## src/rtl/axi_lite_mem_master.sv

```systemverilog
// Single-outstanding master: turns core load/store requests into AW/W/B and AR/R handshakes for the RAM slave.
// Define AXI_MASTER_PERF_EN to add load/store/stall performance counter outputs.
module axi_lite_mem_master #(
    parameter int unsigned ADDR_W = 32,
    parameter int unsigned DATA_W = 64,
    parameter int unsigned STRB_W = DATA_W / 8
) (
    input  logic              clock,
    input  logic              reset,
    input  logic              io_req_valid,
    output logic              io_req_ready,
    input  logic              io_req_wen,
    input  logic [ADDR_W-1:0] io_req_addr,
    input  logic [DATA_W-1:0] io_req_wdata,
    input  logic [STRB_W-1:0] io_req_wstrb,
    output logic              io_resp_valid,
    output logic [DATA_W-1:0] io_resp_rdata,
    output logic              io_busy,
    output logic [ADDR_W-1:0] io_awaddr,
    output logic              io_awvalid,
    input  logic              io_awready,
    output logic [DATA_W-1:0] io_wdata,
    output logic [STRB_W-1:0] io_wstrb,
    output logic              io_wvalid,
    input  logic              io_wready,
    input  logic              io_bvalid,
    output logic [ADDR_W-1:0] io_araddr,
    output logic              io_arvalid,
    input  logic              io_arready,
    input  logic [DATA_W-1:0] io_rdata
`ifdef AXI_MASTER_PERF_EN
   ,output logic [31:0]       io_perf_rd_cnt,
    output logic [31:0]       io_perf_wr_cnt,
    output logic [31:0]       io_perf_stall_cnt
`endif
);

    typedef enum logic [2:0] {
        IDLE,
        RD_ADDR,
        RD_DATA,
        WR_REQ,
        WR_RESP,
        DONE
    } state_t;

    state_t              state_q, state_d;
    logic [ADDR_W-1:0]   addr_q, addr_d;
    logic [DATA_W-1:0]   wdata_q, wdata_d;
    logic [STRB_W-1:0]   wstrb_q, wstrb_d;
    logic                aw_done_q, aw_done_d;
    logic                w_done_q, w_done_d;
    logic [DATA_W-1:0]   rdata_q, rdata_d;

    always_ff @(posedge clock or posedge reset) begin
        if (reset) begin
            state_q   <= IDLE;
            addr_q    <= '0;
            wdata_q   <= '0;
            wstrb_q   <= '0;
            aw_done_q <= 1'b0;
            w_done_q  <= 1'b0;
            rdata_q   <= '0;
        end else begin
            state_q   <= state_d;
            addr_q    <= addr_d;
            wdata_q   <= wdata_d;
            wstrb_q   <= wstrb_d;
            aw_done_q <= aw_done_d;
            w_done_q  <= w_done_d;
            rdata_q   <= rdata_d;
        end
    end

    always_comb begin
        state_d       = state_q;
        addr_d        = addr_q;
        wdata_d       = wdata_q;
        wstrb_d       = wstrb_q;
        aw_done_d     = aw_done_q;
        w_done_d      = w_done_q;
        rdata_d       = rdata_q;
        io_req_ready  = 1'b0;
        io_arvalid    = 1'b0;
        io_awvalid    = 1'b0;
        io_wvalid     = 1'b0;
        io_resp_valid = 1'b0;

        case (state_q)
            IDLE: begin
                io_req_ready = 1'b1;
                if (io_req_valid) begin
                    addr_d    = io_req_addr;
                    wdata_d   = io_req_wdata;
                    wstrb_d   = io_req_wstrb;
                    aw_done_d = 1'b0;
                    w_done_d  = 1'b0;
                    state_d   = io_req_wen ? WR_REQ : RD_ADDR;
                end
            end
            RD_ADDR: begin
                io_arvalid = 1'b1;
                if (io_arready) begin
                    state_d = RD_DATA;
                end
            end
            RD_DATA: begin
                // Slave presents read data exactly one cycle after the AR handshake.
                rdata_d = io_rdata;
                state_d = DONE;
            end
            WR_REQ: begin
                io_awvalid = !aw_done_q;
                io_wvalid  = !w_done_q;
                if (io_awvalid && io_awready) begin
                    aw_done_d = 1'b1;
                end
                if (io_wvalid && io_wready) begin
                    w_done_d = 1'b1;
                end
                if (aw_done_d && w_done_d) begin
                    state_d = WR_RESP;
                end
            end
            WR_RESP: begin
                if (io_bvalid) begin
                    rdata_d = '0;
                    state_d = DONE;
                end
            end
            DONE: begin
                io_resp_valid = 1'b1;
                state_d       = IDLE;
            end
            default: begin
                state_d = IDLE;
            end
        endcase
    end

    assign io_busy       = (state_q != IDLE) || io_req_valid;
    assign io_awaddr     = addr_q;
    assign io_araddr     = addr_q;
    assign io_wdata      = wdata_q;
    assign io_wstrb      = wstrb_q;
    assign io_resp_rdata = rdata_q;

`ifdef AXI_MASTER_PERF_EN
    logic        wen_q;
    logic [31:0] rd_cnt_q, wr_cnt_q, stall_cnt_q;

    always_ff @(posedge clock or posedge reset) begin
        if (reset) begin
            wen_q       <= 1'b0;
            rd_cnt_q    <= '0;
            wr_cnt_q    <= '0;
            stall_cnt_q <= '0;
        end else begin
            if (state_q == IDLE && io_req_valid) begin
                wen_q <= io_req_wen;
            end
            if (state_q == DONE && !wen_q) begin
                rd_cnt_q <= rd_cnt_q + 32'd1;
            end
            if (state_q == DONE && wen_q) begin
                wr_cnt_q <= wr_cnt_q + 32'd1;
            end
            if (io_busy) begin
                stall_cnt_q <= stall_cnt_q + 32'd1;
            end
        end
    end

    assign io_perf_rd_cnt    = rd_cnt_q;
    assign io_perf_wr_cnt    = wr_cnt_q;
    assign io_perf_stall_cnt = stall_cnt_q;
`endif

endmodule

```

## config.mk

```make
export PLATFORM = sky130hd
export DESIGN_NAME = axi_lite_mem_master
export DESIGN_NICKNAME = d
export VERILOG_FILES = /design/src/rtl/axi_lite_mem_master.sv
export SDC_FILE = /design/constraint.sdc
export NUM_CORES = 1
export LEC_CHECK = 0
export ABC_CLOCK_PERIOD_IN_PS = 5100
export CORE_MARGIN = 10
export CORE_UTILIZATION = 35
export DETAILED_ROUTE_END_ITERATION = 10
export PLACE_DENSITY = 0.79
export SYNTH_ARGS = -nofsm -noshare
export SYNTH_HDL_FRONTEND = slang
export SYNTH_SLANG_ARGS = --single-unit
```

## constraint.sdc

```tcl
create_clock -name clock -period 5.1 [get_ports clock]
set_clock_uncertainty 0.2 [all_clocks]
set_input_delay 0.51 -clock clock [delete_from_list [all_inputs] [get_ports clock]]
set_output_delay 0.51 -clock clock [all_outputs]
set_load 0.005 [all_outputs]
```

==> out/metrics.csv <==
metric,value,unit
status,"finished, final reports clean",
Leak Pwr,4.82,nW
DR DRC count,0,
initial antenna violation count,0,
"Top FF cell, synth",dfrtp_1,
"Reg clk slew, reported paths",0.07,ns
share of cells above drive strength 1,0.184,
crit path kind,reg -> out,
Max Root-Sink Buffers,2,
largest net degree at the start of global routing,174,
Detailed Routing Iterations Pass 1,4,
post-synthesis sequential area ratio,0.619,
"area leader, netlist",dfrtp_1,
RSZ-0062 raised after global routing,false,
Avg WL per Cell,20.9,um
Root Driver,clkbuf_16,
Final Instance Area,11300,um^2
die height,161,um
Psw,2.03,mW
most common cell in the netlist,dfrtp_1,
synth top area cells,"dfrtp_1 62%, mux2_4 13%, a22o_1 8.0%",
sequential share of power,0.358,
synthesis-to-finish area growth,61.0,%
total gr overflow,0,
Synth cell types,30,
core area,19500,um^2
maximum vdd drop,0.309,mV
Die Width,161,um
Starting Density,0.358,
class of the worst hold path,reg -> reg,
diode count,0,
CTS sink cnt,173,
Reg2Reg Setup Slack,2.46,ns
die footprint,26000,um^2
internal cell power,4.89,mW
CP max FO,11,
minimum clock period after layout,2.69,ns
Max Cap Violations,0,
Ports,382,
hold path depth,1,
CTS tree,yes,
ys async rst share,1.00,
r2r endpoint,io_wstrb[7],
Power Dens Cells,615,nW/um^2
Filler cells,1568,
Crit. Startpoint,state_q[1],
final setup vio count,0,
Post-Synthesis Cell Area,6990,um^2
vias,4962,
Setup crit end kind,primary output,
top post-synthesis cells by count,"173 x dfrtp_1, 64 x a22o_1, 60 x mux2_4, 44 x mux2_2, 36 x buf_4",
Post-CTS Setup Bufs,0,
Syn Nets,612,
CP endpoint,io_awvalid,
vias in the first global route,5559,
Resized Gates After CTS,0,
GRT Util Overall,0.165,
Nets,956,
post-route antenna net violation count,0,
Ys Warns,0,
"Clk Latency, worst-skew pair",0.42,ns
Detailed Route WL,22200,um
CTS hold repair buffers,0,
Rel. slew slack,0.375,
Tcrit/Tclk final,0.528,
crit start category,register,
GP Congestion,0.778,
RR Startpoint,state_q[0],
Post-synth EDFFs,0,
reg2reg path depth,4,
IO Port Bufs,381,
DP HPWL,16900,um
via-per-instance ratio,4.69,
Mean Syn Cell Area,16.0,um^2
critical path data arrival time,1.98,ns
area post-placement,10700,um^2
combinational fraction of design power,0.466,
CTS Buf Count,17,
Slew Limit Fails,0,
fmax,371,MHz
post-route setup TNS,0,ns
Yosys top cell area share,0.619,
Net Sw Frac,0.294,
H-tree depth,4,
DR iter-0 viols,191,
final hold vios,0,
"FF+latch count, synth",173,
worst slew pin tran,0.938,ns
Clk pwr share,0.176,
Mapped Cells,436,
row count,51,
first-pass GRT wire length,33700,um
Required @ worst endpoint,4.39,ns
-- layer usage --
metal / vias up / share of wire / wire length [um] / GRT usage
met2: 226 / 0.50 / 11100 / 0.283
met5: - / 0 / 0 / 0
li1: 2222 / - / - / -
met3: 20 / 0.096 / 2140 / 0.0752
met4: 0 / 0.017 / 375 / 0.0538
met1: 2494 / 0.38 / 8520 / 0.179
-- per-stage QoR --
stage	util	cells	total power, mW	worst slack (ns)	hold WS [ns]
4_1_cts	0.576	1058	7.03	2.40	0.302
3_3_place_gp	0.548	1026	5.68	2.27	0.281
5_1_grt	0.576	1058	7.31	2.24	0.313
6_report	0.576	1058	6.92	2.41	0.296
2_1_floorplan	-	436	3.96	2.18	0.289
3_5_place_dp	0.548	1026	5.76	2.25	0.282
-- final cells by class --
| type | count | area, um^2 | area share |
|---|---|---|---|
| inverter | 2 | 11.3 | 0.00100 |
| tap | 265 | 332 | 0.0295 |
| clock inverter | 12 | 104 | 0.00923 |
| clock buffer | 20 | 447 | 0.0397 |
| multi-input combinational | 201 | 2160 | 0.192 |
| timing repair buffer | 385 | 3870 | 0.344 |
| sequential | 173 | 4330 | 0.385 |
-- cells by family after synthesis --
family | Yosys count | share of synthesized area
DFF | 173 | 0.619
muxes | 104 | 0.200
AOI/OAI and AO/OA | 76 | 0.0906
buffers and inverters | 62 | 0.0727
and+or+nand+nor | 20 | 0.0165
xor gates and xnor gates | 1 | 0.00125
-- power groups by stage --
stage,logic (mW),registers (mW),clock network (mW)
2_1_floorplan,1.51,2.45,0
3_3_place_gp,3.20,2.47,0
3_5_place_dp,3.28,2.49,0
4_1_cts,3.29,2.48,1.26
5_1_grt,3.43,2.56,1.32
6_report,3.22,2.48,1.22
-- state kept, by name, indices dropped and copies added, names as in the netlist --
name	count
io_wdata	64
io_wstrb	8
w_done_q	1
io_araddr	32
aw_done_q	1
state_q	3
io_resp_rdata	64
-- critical path, cell delays in order, from the launching register on --
cell	delay, ns
dfrtp_1	0.56
nor2b_1	0.25
nand2_1	0.09
nor2_1	0.13
clkdlybuf4s50_1	0.53
-- cells in the final DEF (no fill, tap or decap), types with 2 or more instances in the layout --
master           netlist  layout
clkbuf_1               1       2
buf_4                 36       2
mux2_4                60      60
o22ai_1                2       2
nand2b_1               2       2
mux2_2                44      44
nor2_1                 5       5
buf_12                 7       2
inv_6                  0       4
a21oi_1                6       6
dfrtp_1              173     173
nand3_1                3       3
clkinvlp_4             0       4
a22o_1                64      64
clkbuf_16              0      17
clkinv_4               0       4
clkdlybuf4s50_1        0     381
-- how the worst min path moves through the flow --
stage,start,slack [ns],end
finish,io_resp_rdata[34],0.30,io_resp_rdata[34]
global route,io_resp_rdata[63],0.31,io_resp_rdata[63]
CTS,io_resp_rdata[34],0.30,io_resp_rdata[34]
detailed placement,io_resp_rdata[32],0.28,io_resp_rdata[32]
global placement,io_resp_rdata[31],0.28,io_resp_rdata[31]
floorplan,io_resp_rdata[0],0.29,io_resp_rdata[0]
No activity file was read; power rests on OpenSTA's default activity.
